File: src/rtl/varis_kontrol_pkg.sv
// varis_kontrol_pkg: shared airport constants (FSM encodings, duty threshold, widths)
// and the customs duty helper used on the arrival side.
package varis_kontrol_pkg;

    typedef enum logic [2:0] {
        BEKLE    = 3'd0,
        ALIM     = 3'd1,
        PASAPORT = 3'd2,
        BAVUL    = 3'd3,
        GUMRUK   = 3'd4,
        SONUC    = 3'd5,
        BITTI    = 3'd6
    } durum_e;

    localparam int BIT_VARSAYILAN  = 6;
    localparam int YBIT_VARSAYILAN = 5;
    localparam int ESIK_VARSAYILAN = 100;

    // beyan and esik are both 9-bit, so the shifted difference always fits
    function automatic logic [8:0] vergi_hesapla(input logic [8:0] beyan, input logic [8:0] esik);
        return (beyan > esik) ? (beyan - esik) >> 2 : 9'd0;
    endfunction

endpackage

File: src/rtl/varis_kontrol_pasaport_kontrol.sv
// pasaport_kontrol: ID validity check with a 1-cycle (citizen) or 2-cycle (foreign)
// latency; bitti pulses in the last passport cycle together with a stable gecerli.
module pasaport_kontrol #(
    parameter int BIT = 6
) (
    input  logic           saat,
    input  logic           reset,
    input  logic           start,
    input  logic [BIT-1:0] kimlik_no,
    input  logic           uyruk,
    output logic           bitti,
    output logic           gecerli
);

    logic [1:0] kalan_q, kalan_d;
    logic       gecerli_q, gecerli_d;

    always_comb begin
        kalan_d   = (kalan_q != 2'd0) ? kalan_q - 2'd1 : kalan_q;
        gecerli_d = gecerli_q;
        if (start) begin
            kalan_d   = uyruk ? 2'd2 : 2'd1;
            gecerli_d = !((kimlik_no == '0) || (kimlik_no == '1));
        end
    end

    always_ff @(posedge saat) begin
        if (reset) begin
            kalan_q   <= 2'd0;
            gecerli_q <= 1'b0;
        end else begin
            kalan_q   <= kalan_d;
            gecerli_q <= gecerli_d;
        end
    end

    assign bitti   = (kalan_q == 2'd1);
    assign gecerli = gecerli_q;

endmodule

File: src/rtl/varis_kontrol.sv
// varis_kontrol: arrival-side passenger processing (passport -> baggage -> customs)
// for one landed aircraft at a time; all outputs are registered.
module varis_kontrol
    import varis_kontrol_pkg::*;
#(
    parameter int         BIT  = BIT_VARSAYILAN,
    parameter int         YBIT = YBIT_VARSAYILAN,
    parameter logic [8:0] ESIK = 9'(ESIK_VARSAYILAN)
) (
    input  logic            saat,
    input  logic            reset,
    input  logic            inis,
    input  logic [YBIT-1:0] yolcu_sayisi,
    input  logic            yolcu_gecerli,
    output logic            yolcu_hazir,
    input  logic [BIT-1:0]  kimlik_no,
    input  logic            uyruk,
    input  logic [2:0]      bavul_adet,
    input  logic [8:0]      beyan,
    output logic            sonuc_gecerli,
    output logic            giris,
    output logic [8:0]      gumruk_vergi,
    output logic [YBIT-1:0] reddedilen,
    output logic            tahliye_bitti
);

    durum_e          durum_q, durum_d;
    logic [YBIT-1:0] sayi_q, sayi_d;
    logic [YBIT-1:0] islenen_q, islenen_d;
    logic [YBIT-1:0] red_q, red_d;
    logic [2:0]      bavul_q, bavul_d;
    logic [8:0]      beyan_q, beyan_d;
    logic            giris_q, giris_d;
    logic [8:0]      vergi_q, vergi_d;
    logic            hazir_q, sonuc_q, bitti_q;
    logic            aktar, p_bitti, p_gecerli;

    assign aktar = (durum_q == ALIM) && hazir_q && yolcu_gecerli;

    pasaport_kontrol #(.BIT(BIT)) u_pasaport (
        .saat     (saat),
        .reset    (reset),
        .start    (aktar),
        .kimlik_no(kimlik_no),
        .uyruk    (uyruk),
        .bitti    (p_bitti),
        .gecerli  (p_gecerli)
    );

    always_comb begin
        durum_d   = durum_q;
        sayi_d    = sayi_q;
        islenen_d = islenen_q;
        red_d     = red_q;
        bavul_d   = bavul_q;
        beyan_d   = beyan_q;
        case (durum_q)
            BEKLE: if (inis) begin
                sayi_d    = yolcu_sayisi;
                islenen_d = '0;
                red_d     = '0;
                durum_d   = (yolcu_sayisi == '0) ? BITTI : ALIM;
            end
            ALIM: if (aktar) begin
                bavul_d = bavul_adet;
                beyan_d = beyan;
                durum_d = PASAPORT;
            end
            PASAPORT: if (p_bitti) begin
                if (!p_gecerli) begin
                    red_d   = (red_q == '1) ? red_q : red_q + 1'b1;
                    durum_d = SONUC;
                end else begin
                    durum_d = (bavul_q == 3'd0) ? GUMRUK : BAVUL;
                end
            end
            BAVUL: begin
                durum_d = (bavul_q == 3'd1) ? GUMRUK : BAVUL;
                bavul_d = bavul_q - 3'd1;
            end
            GUMRUK: durum_d = SONUC;
            SONUC: begin
                islenen_d = islenen_q + 1'b1;
                durum_d   = (({1'b0, islenen_q} + 1'b1) == {1'b0, sayi_q}) ? BITTI : ALIM;
            end
            BITTI:   durum_d = BEKLE;
            default: durum_d = BEKLE;
        endcase
        // Result fields only change on entry to SONUC; a rejection arrives straight from PASAPORT
        giris_d = (durum_d == SONUC) ? (durum_q == GUMRUK) : giris_q;
        vergi_d = (durum_d != SONUC) ? vergi_q :
                  (durum_q == GUMRUK) ? vergi_hesapla(beyan_q, ESIK) : 9'd0;
    end

    always_ff @(posedge saat) begin
        if (reset) begin
            durum_q   <= BEKLE;
            sayi_q    <= '0;
            islenen_q <= '0;
            red_q     <= '0;
            bavul_q   <= '0;
            beyan_q   <= '0;
            giris_q   <= 1'b0;
            vergi_q   <= '0;
            hazir_q   <= 1'b0;
            sonuc_q   <= 1'b0;
            bitti_q   <= 1'b0;
        end else begin
            durum_q   <= durum_d;
            sayi_q    <= sayi_d;
            islenen_q <= islenen_d;
            red_q     <= red_d;
            bavul_q   <= bavul_d;
            beyan_q   <= beyan_d;
            giris_q   <= giris_d;
            vergi_q   <= vergi_d;
            hazir_q   <= (durum_d == ALIM);
            sonuc_q   <= (durum_d == SONUC);
            bitti_q   <= (durum_d == BITTI);
        end
    end

    assign yolcu_hazir   = hazir_q;
    assign sonuc_gecerli = sonuc_q;
    assign giris         = giris_q;
    assign gumruk_vergi  = vergi_q;
    assign reddedilen    = red_q;
    assign tahliye_bitti = bitti_q;

endmodule

File: config.mk
export PLATFORM = sky130hd
export DESIGN_NAME = varis_kontrol
export DESIGN_NICKNAME = d
export VERILOG_FILES = /design/src/rtl/varis_kontrol_pkg.sv /design/src/rtl/varis_kontrol_pasaport_kontrol.sv /design/src/rtl/varis_kontrol.sv
export SDC_FILE = /design/constraint.sdc
export NUM_CORES = 1
export LEC_CHECK = 0
export CAP_MARGIN = 20
export CORE_AREA = 2 2 74 76
export CTS_CLUSTER_DIAMETER = 150
export DETAILED_ROUTE_END_ITERATION = 10
export DIE_AREA = 0 0 76 78
export PLACE_DENSITY = 0.7
export SYNTH_ARGS = -nofsm -noshare
export SYNTH_HDL_FRONTEND = slang
export SYNTH_SLANG_ARGS = --single-unit
File: constraint.sdc
create_clock -name saat -period 2.07 [get_ports saat]
set_input_delay 0.3105 -clock saat [delete_from_list [all_inputs] [get_ports saat]]
set_output_delay 0.3105 -clock saat [all_outputs]
set_load 0.01 [all_outputs]
# --- After elaboration in Yosys (flattened, before gate mapping) ---
# Cells that the tools add are included.
totals:
  reg_bits: 46
  in_bits: 28
  output_inout_bits: 18
  word_cells: 79
op_classes:
  addsub: 6
  n_lt_le_gt_ge: 1
  eq_ne: 19
  n_mux: 22
  n_reduce_logical: 18
ops:
  columns: ["operator", "n"]
  rows:
  - ["$mux W3", 9]
  - ["$mux W5", 4]
  - ["$pmux W5 S2", 2]
  - ["$pmux W3 S6", 1]
  - ["$mux W7", 2]
  - ["$eq A3 B3 Y1 const B", 4]
  - ["$add A5 B1 Y5 const B", 2]
  - ["$ne A2 B2 Y1 const B", 5]
  - ["$reduce_bool A2 Y1", 5]
  - ["$eq A3 B1 Y1 const B", 3]
  - ["$gt A9 B7 Y1 const B", 1]
  - ["$sub A9 B7 Y9 const B", 1]
  - ["$reduce_and A2 Y1", 4]
  - ["$add A5 B1 Y6 const B", 1]
  - ["$eq A3 B2 Y1 const B", 2]
  - ["$eq A6 B5 Y1", 1]
  - ["$eq A6 B6 Y1 const B", 1]
  - ["$logic_not A3 Y1", 2]
  - ["$logic_not A6 Y1", 1]
  - ["$mux W2", 3]
  - ["$pmux W3 S2", 1]
  - ["$eq A5 B5 Y1 const B", 1]
  - ["$logic_not A5 Y1", 1]
  - ["$reduce_and A5 Y1", 1]
  - ["other kinds (7)", 8]

# --- Depth between registers and ports, before layout ---
depth:
  depth_word: 6
  mapped_depth: 8
  ltp_nobuf: 8

# --- Cells and area by module ---
# From an unflattened synthesis, not the netlist that was laid out.
unflattened:
  hier_cells: 253
  hier_area_um2: 2285.9
by_module_without_submodules:
  columns: ["module", "n_inst", "cells_per_inst", "area_each_um2", "seq_area_each_um2"]
  rows:
  - ["varis_kontrol", 1, 232, 2102.0, 820.8]
  - ["pasaport_kontrol", 1, 21, 183.9, 60.1]

# --- Least setup slack after synthesis ---
# Ideal clock, no wire load.
synth_timing:
  kind: "register to register"
  startpoint: "reg red_q[0] (netlist: reddedilen[0])"
  endpoint: "reg red_q[3] (netlist: reddedilen[3])"
  setup_time_ns: 0.078
  arrival_ns: 1.590
  required_time_ns: 1.992
  slack_ns: 0.402
  path_stages_with_launch: 9
  n_path_buf: 0
  period_less_slack_ns: 1.668
  cell_sequence: "dfxtp_1 > ha_1 > and3_1 > ha_1 > nor2_1 > and3_1 > nand4_1 > xor2_1 > nor3_1"
synth_between:
  elab_chain_len: 5
  word_cells_on_any_way: 8
  cone_classes: "add/sub: 1; eq/ne: 2; mux: 4; reduce/logical: 1"
synth_rtl:
  columns: ["item", "line", "text"]
  rows:
  - ["start: declaration", "varis_kontrol.sv:30", "logic [YBIT-1:0] red_q, red_d;"]
  - ["start signal: assignment", "varis_kontrol.sv:112", "red_q <= red_d;"]
  - ["$add A5 B1 Y5", "varis_kontrol.sv:71", "red_d = (red_q == '1) ? red_q : red_q + 1'b1;"]
  - ["$mux W5", "varis_kontrol.sv:71", null]
  - ["$mux W5", "varis_kontrol.sv:70", "if (!p_gecerli) begin"]
  - ["$mux W5", "varis_kontrol.sv:69", "PASAPORT: if (p_bitti) begin"]
  - ["$pmux W5 S2", "varis_kontrol.sv:57", "case (durum_q)"]
# Several ways; a longest one is shown, not always the timed one. The select of a mux whose other input is x is not followed.
# A chain may end at the register's enable or synchronous reset.

# --- Worst setup path after layout ---
layout_timing:
  startpoint: "reg islenen_q[0]"
  endpoint: "reg hazir_q (netlist: yolcu_hazir)"
layout_between:
  elab_chain_len: 5
layout_rtl:
  columns: ["item", "line", "text"]
  rows:
  - ["start: declaration", "varis_kontrol.sv:29", "logic [YBIT-1:0] islenen_q, islenen_d;"]
  - ["start signal: assignment", "varis_kontrol.sv:111", "islenen_q <= islenen_d;"]
  - ["$add A5 B1 Y6", "varis_kontrol.sv:84", "durum_d = (({1'b0, islenen_q} + 1'b1) == {1'b0, sayi_q}) ? BITTI : ALIM;"]
  - ["$eq A6 B5 Y1", "varis_kontrol.sv:84", null]
  - ["$mux W3", "varis_kontrol.sv:84", null]
  - ["$pmux W3 S6", "varis_kontrol.sv:57", null]
  - ["$eq A3 B1 Y1", "varis_kontrol.sv:117", "hazir_q <= (durum_d == ALIM);"]
  - ["end signal: assignment", "varis_kontrol.sv:117", null]
  - ["end: declaration", "varis_kontrol.sv:35", "logic hazir_q, sonuc_q, bitti_q;"]
# No other way between the ends.

==> results.ini <==
[sta]
clock_skew_ns = 0.00745
fin_crit_ns = 1.84
slew_violations = 0
post-route-period-util_pct = 88.8
rsz0062_at_grt = false
max_freq_mhz = 544
hold_viol_final = 0
setup_viol = 0
finalSetupTns_ns = 0
timing.hold.ws_ns = 0.460

[yosys]
synth.top_cells.by_count = nand2_1 (48), dfxtp_1 (44), a21oi_1 (29)
yosysMostFrequentCell = nand2_1
ys_types = 51
synth.area.top_cells = dfxtp_1 (39%), nand2_1 (8.0%), a21oi_1 (6.5%)
synth_seq_cells = 44
synth_warnings = 0
synth_flop_cell = dfxtp_1
synth-edff-count = 0
yosysTopAreaCellShare_pct = 39.2
synth_top_area_cell = dfxtp_1
avgSynthCellArea_um2 = 8.28
synth_area_mm2 = 0.00224
seq_area_frac_synth_pct = 39.2
async_flop_share_pct = 0
synthCells = 271

[cts]
cts.sink_count = 44
clk_pin_slew_ns = 0.09
post_cts_buffers = 0
ctsResizeCount = 0
max-clock-path-buffers = 2
worstSkewPairLatency_ns = 0.31
cts_max_level = 2
cts_root_buffer = clkbuf_8
cts_made_buffers = 5
holdBufCountCts = 0
cts_tree = yes

[finish]
multi_input_area_mm2 = 0.00126
fill_cells = 493
final_nets = 355
final_core_util_pct = 56.8
ff_latch_area_um2 = 881
antennaDiodeCount = 0
drive_above_1_share_pct = 7.86
syn2layout_area_growth_pct = 27.6

[global_route]
antenna_found_initial = 0
grt_max_degree = 24
overflow = 0
grtUsageTotal_pct = 17.1
grt_pass1_wl_um = 8340
grt_pass1_vias = 1874

[power]
p_total_uw = 2060
power.density_mw_per_mm2 = 720
p_leak_uw = 0.00106
ir_worst_vdd_mv = 0.349

[die]
dieArea_mm2 = 0.00593
dieHeight_um = 78
core_region_area_mm2 = 0.00504
start_util_pct = 44.5
num_rows = 26
ios = 46
die_w_um = 76

[critical_path]
worstRegToRegCells = 6
cp-start-kind = flip-flop
cp.arrival_ns = 2.06
cp-startpoint = islenen_q[0]
crit_type = reg -> reg
timing.rr.end = yolcu_hazir
end_kind = flip-flop
worstPathMaxFanout = 5
endpoint = yolcu_hazir
rr_startpoint = islenen_q[0]
reg2reg_slack_ns = 0.23
critPathRequiredTime_ns = 2.29

[detailed_routing]
postRouteAntennaNets = 0
detail_route.wl_per_cell_um = 12.2
drtIter0Drc = 65
route.detailed.drc = 0
viasPerCell = 5.10
route.vias.total = 1977
wl_um = 4720
first_pass_iters = 4

[place]
io_buffers = 43
dp_hpwl_um = 3570
gp_congestion = 0.777

[worst_hold_path]
hp-class = reg -> reg

[flow_run]
drv_cap = 0

[status]
status = completed

## cells by family (layout without fill, tap and decap cells)
family          Yosys count  in the layout  synth area share [%]
xor+xnor                 14             14                  5.46
flops                    44             44                  39.2
other cells               1              2                 0.167
compound gates           67             67                  18.3
simple gates            114            114                  26.5
buf+inv                  21             67                  4.74
fa+ha+maj                10             10                  5.57
## registers in the layout, summed over array words and instances (netlist names)
register,cells
u_pasaport.kalan_q,2
tahliye_bitti,1
gumruk_vergi,7
u_pasaport.gecerli,1
sayi_q,5
beyan_q,9
durum_q,3
yolcu_hazir,1
reddedilen,5
islenen_q,5
giris,1
sonuc_gecerli,1
bavul_q,3
## where the power goes
part           switching, uW  internal [uW]  leakage [uW]
clock network            321            364     0.0000548
logic                    209            213      0.000645
registers               56.4            898      0.000356
total                    587           1470       0.00106
## layout make-up
cell class	count	area share, %
multi-input combinational	207	44.0
sequential	44	30.7
timing repair buffer	51	17.1
tap	70	3.06
clock buffer	5	2.40
clock inverter	3	1.62
inverter	8	1.05
## worst max-delay path, cell delays in order, from the launching register on
cell	delay, ns
dfxtp_1	0.41
ha_1	0.26
nand3_1	0.16
xnor2_1	0.17
and3_4	0.18
a311oi_2	0.33
nor4bb_2	0.24
## routing by layer
layer,up-vias,GRT usage (%),wire (um)
met2,35,29.3,2230
met1,899,21.3,2230
met5,-,0,0
met4,0,4.91,65
met3,7,4.53,198
li1,1036,-,-
## how the worst min path moves through the flow
stage,depth (start not counted),slack (ns),endpoint,from
floorplan,2,0.44,beyan_q[1],beyan_q[1]
global placement,2,0.43,gumruk_vergi[5],gumruk_vergi[5]
detailed placement,1,0.45,giris,giris
CTS,2,0.46,beyan_q[1],beyan_q[1]
global route,2,0.50,gumruk_vergi[0],gumruk_vergi[0]
finish,1,0.46,giris,giris
## per-stage QoR
| step | instances | area (um^2) | setup WS (ns) |
|---|---|---|---|
| finish | 388 | 2870 | 0.232 |
| global route | 388 | 2870 | 0.0608 |
| CTS | 388 | 2870 | 0.233 |
| detailed placement | 380 | 2750 | 0.0670 |
| global placement | 380 | 2750 | 0.0912 |
| floorplan | 272 | 2250 | 0.402 |
## placed cells by master, fill, tap and decap left out, types with 2 or more instances in the layout
cell type        instances
clkbuf_8                 5
xor2_1                   6
and2_1                   3
and3_1                   2
clkdlybuf4s50_1         43
nor2_1                  16
nand2_1                 48
nand2b_1                 7
conb_1                   2
nor3_1                   6
o31ai_1                  2
ha_1                    10
a31oi_1                  3
dfxtp_1                 44
o211a_1                  2
buf_4                    8
a21oi_1                 29
o21ai_0                 13
a211oi_1                 5
inv_1                    8
a21o_1                   2
nand3b_1                 3
xnor2_1                  8
or3_1                    4
nor2b_1                  3
nand3_1                  9
(Power assumes the default switching activity.)
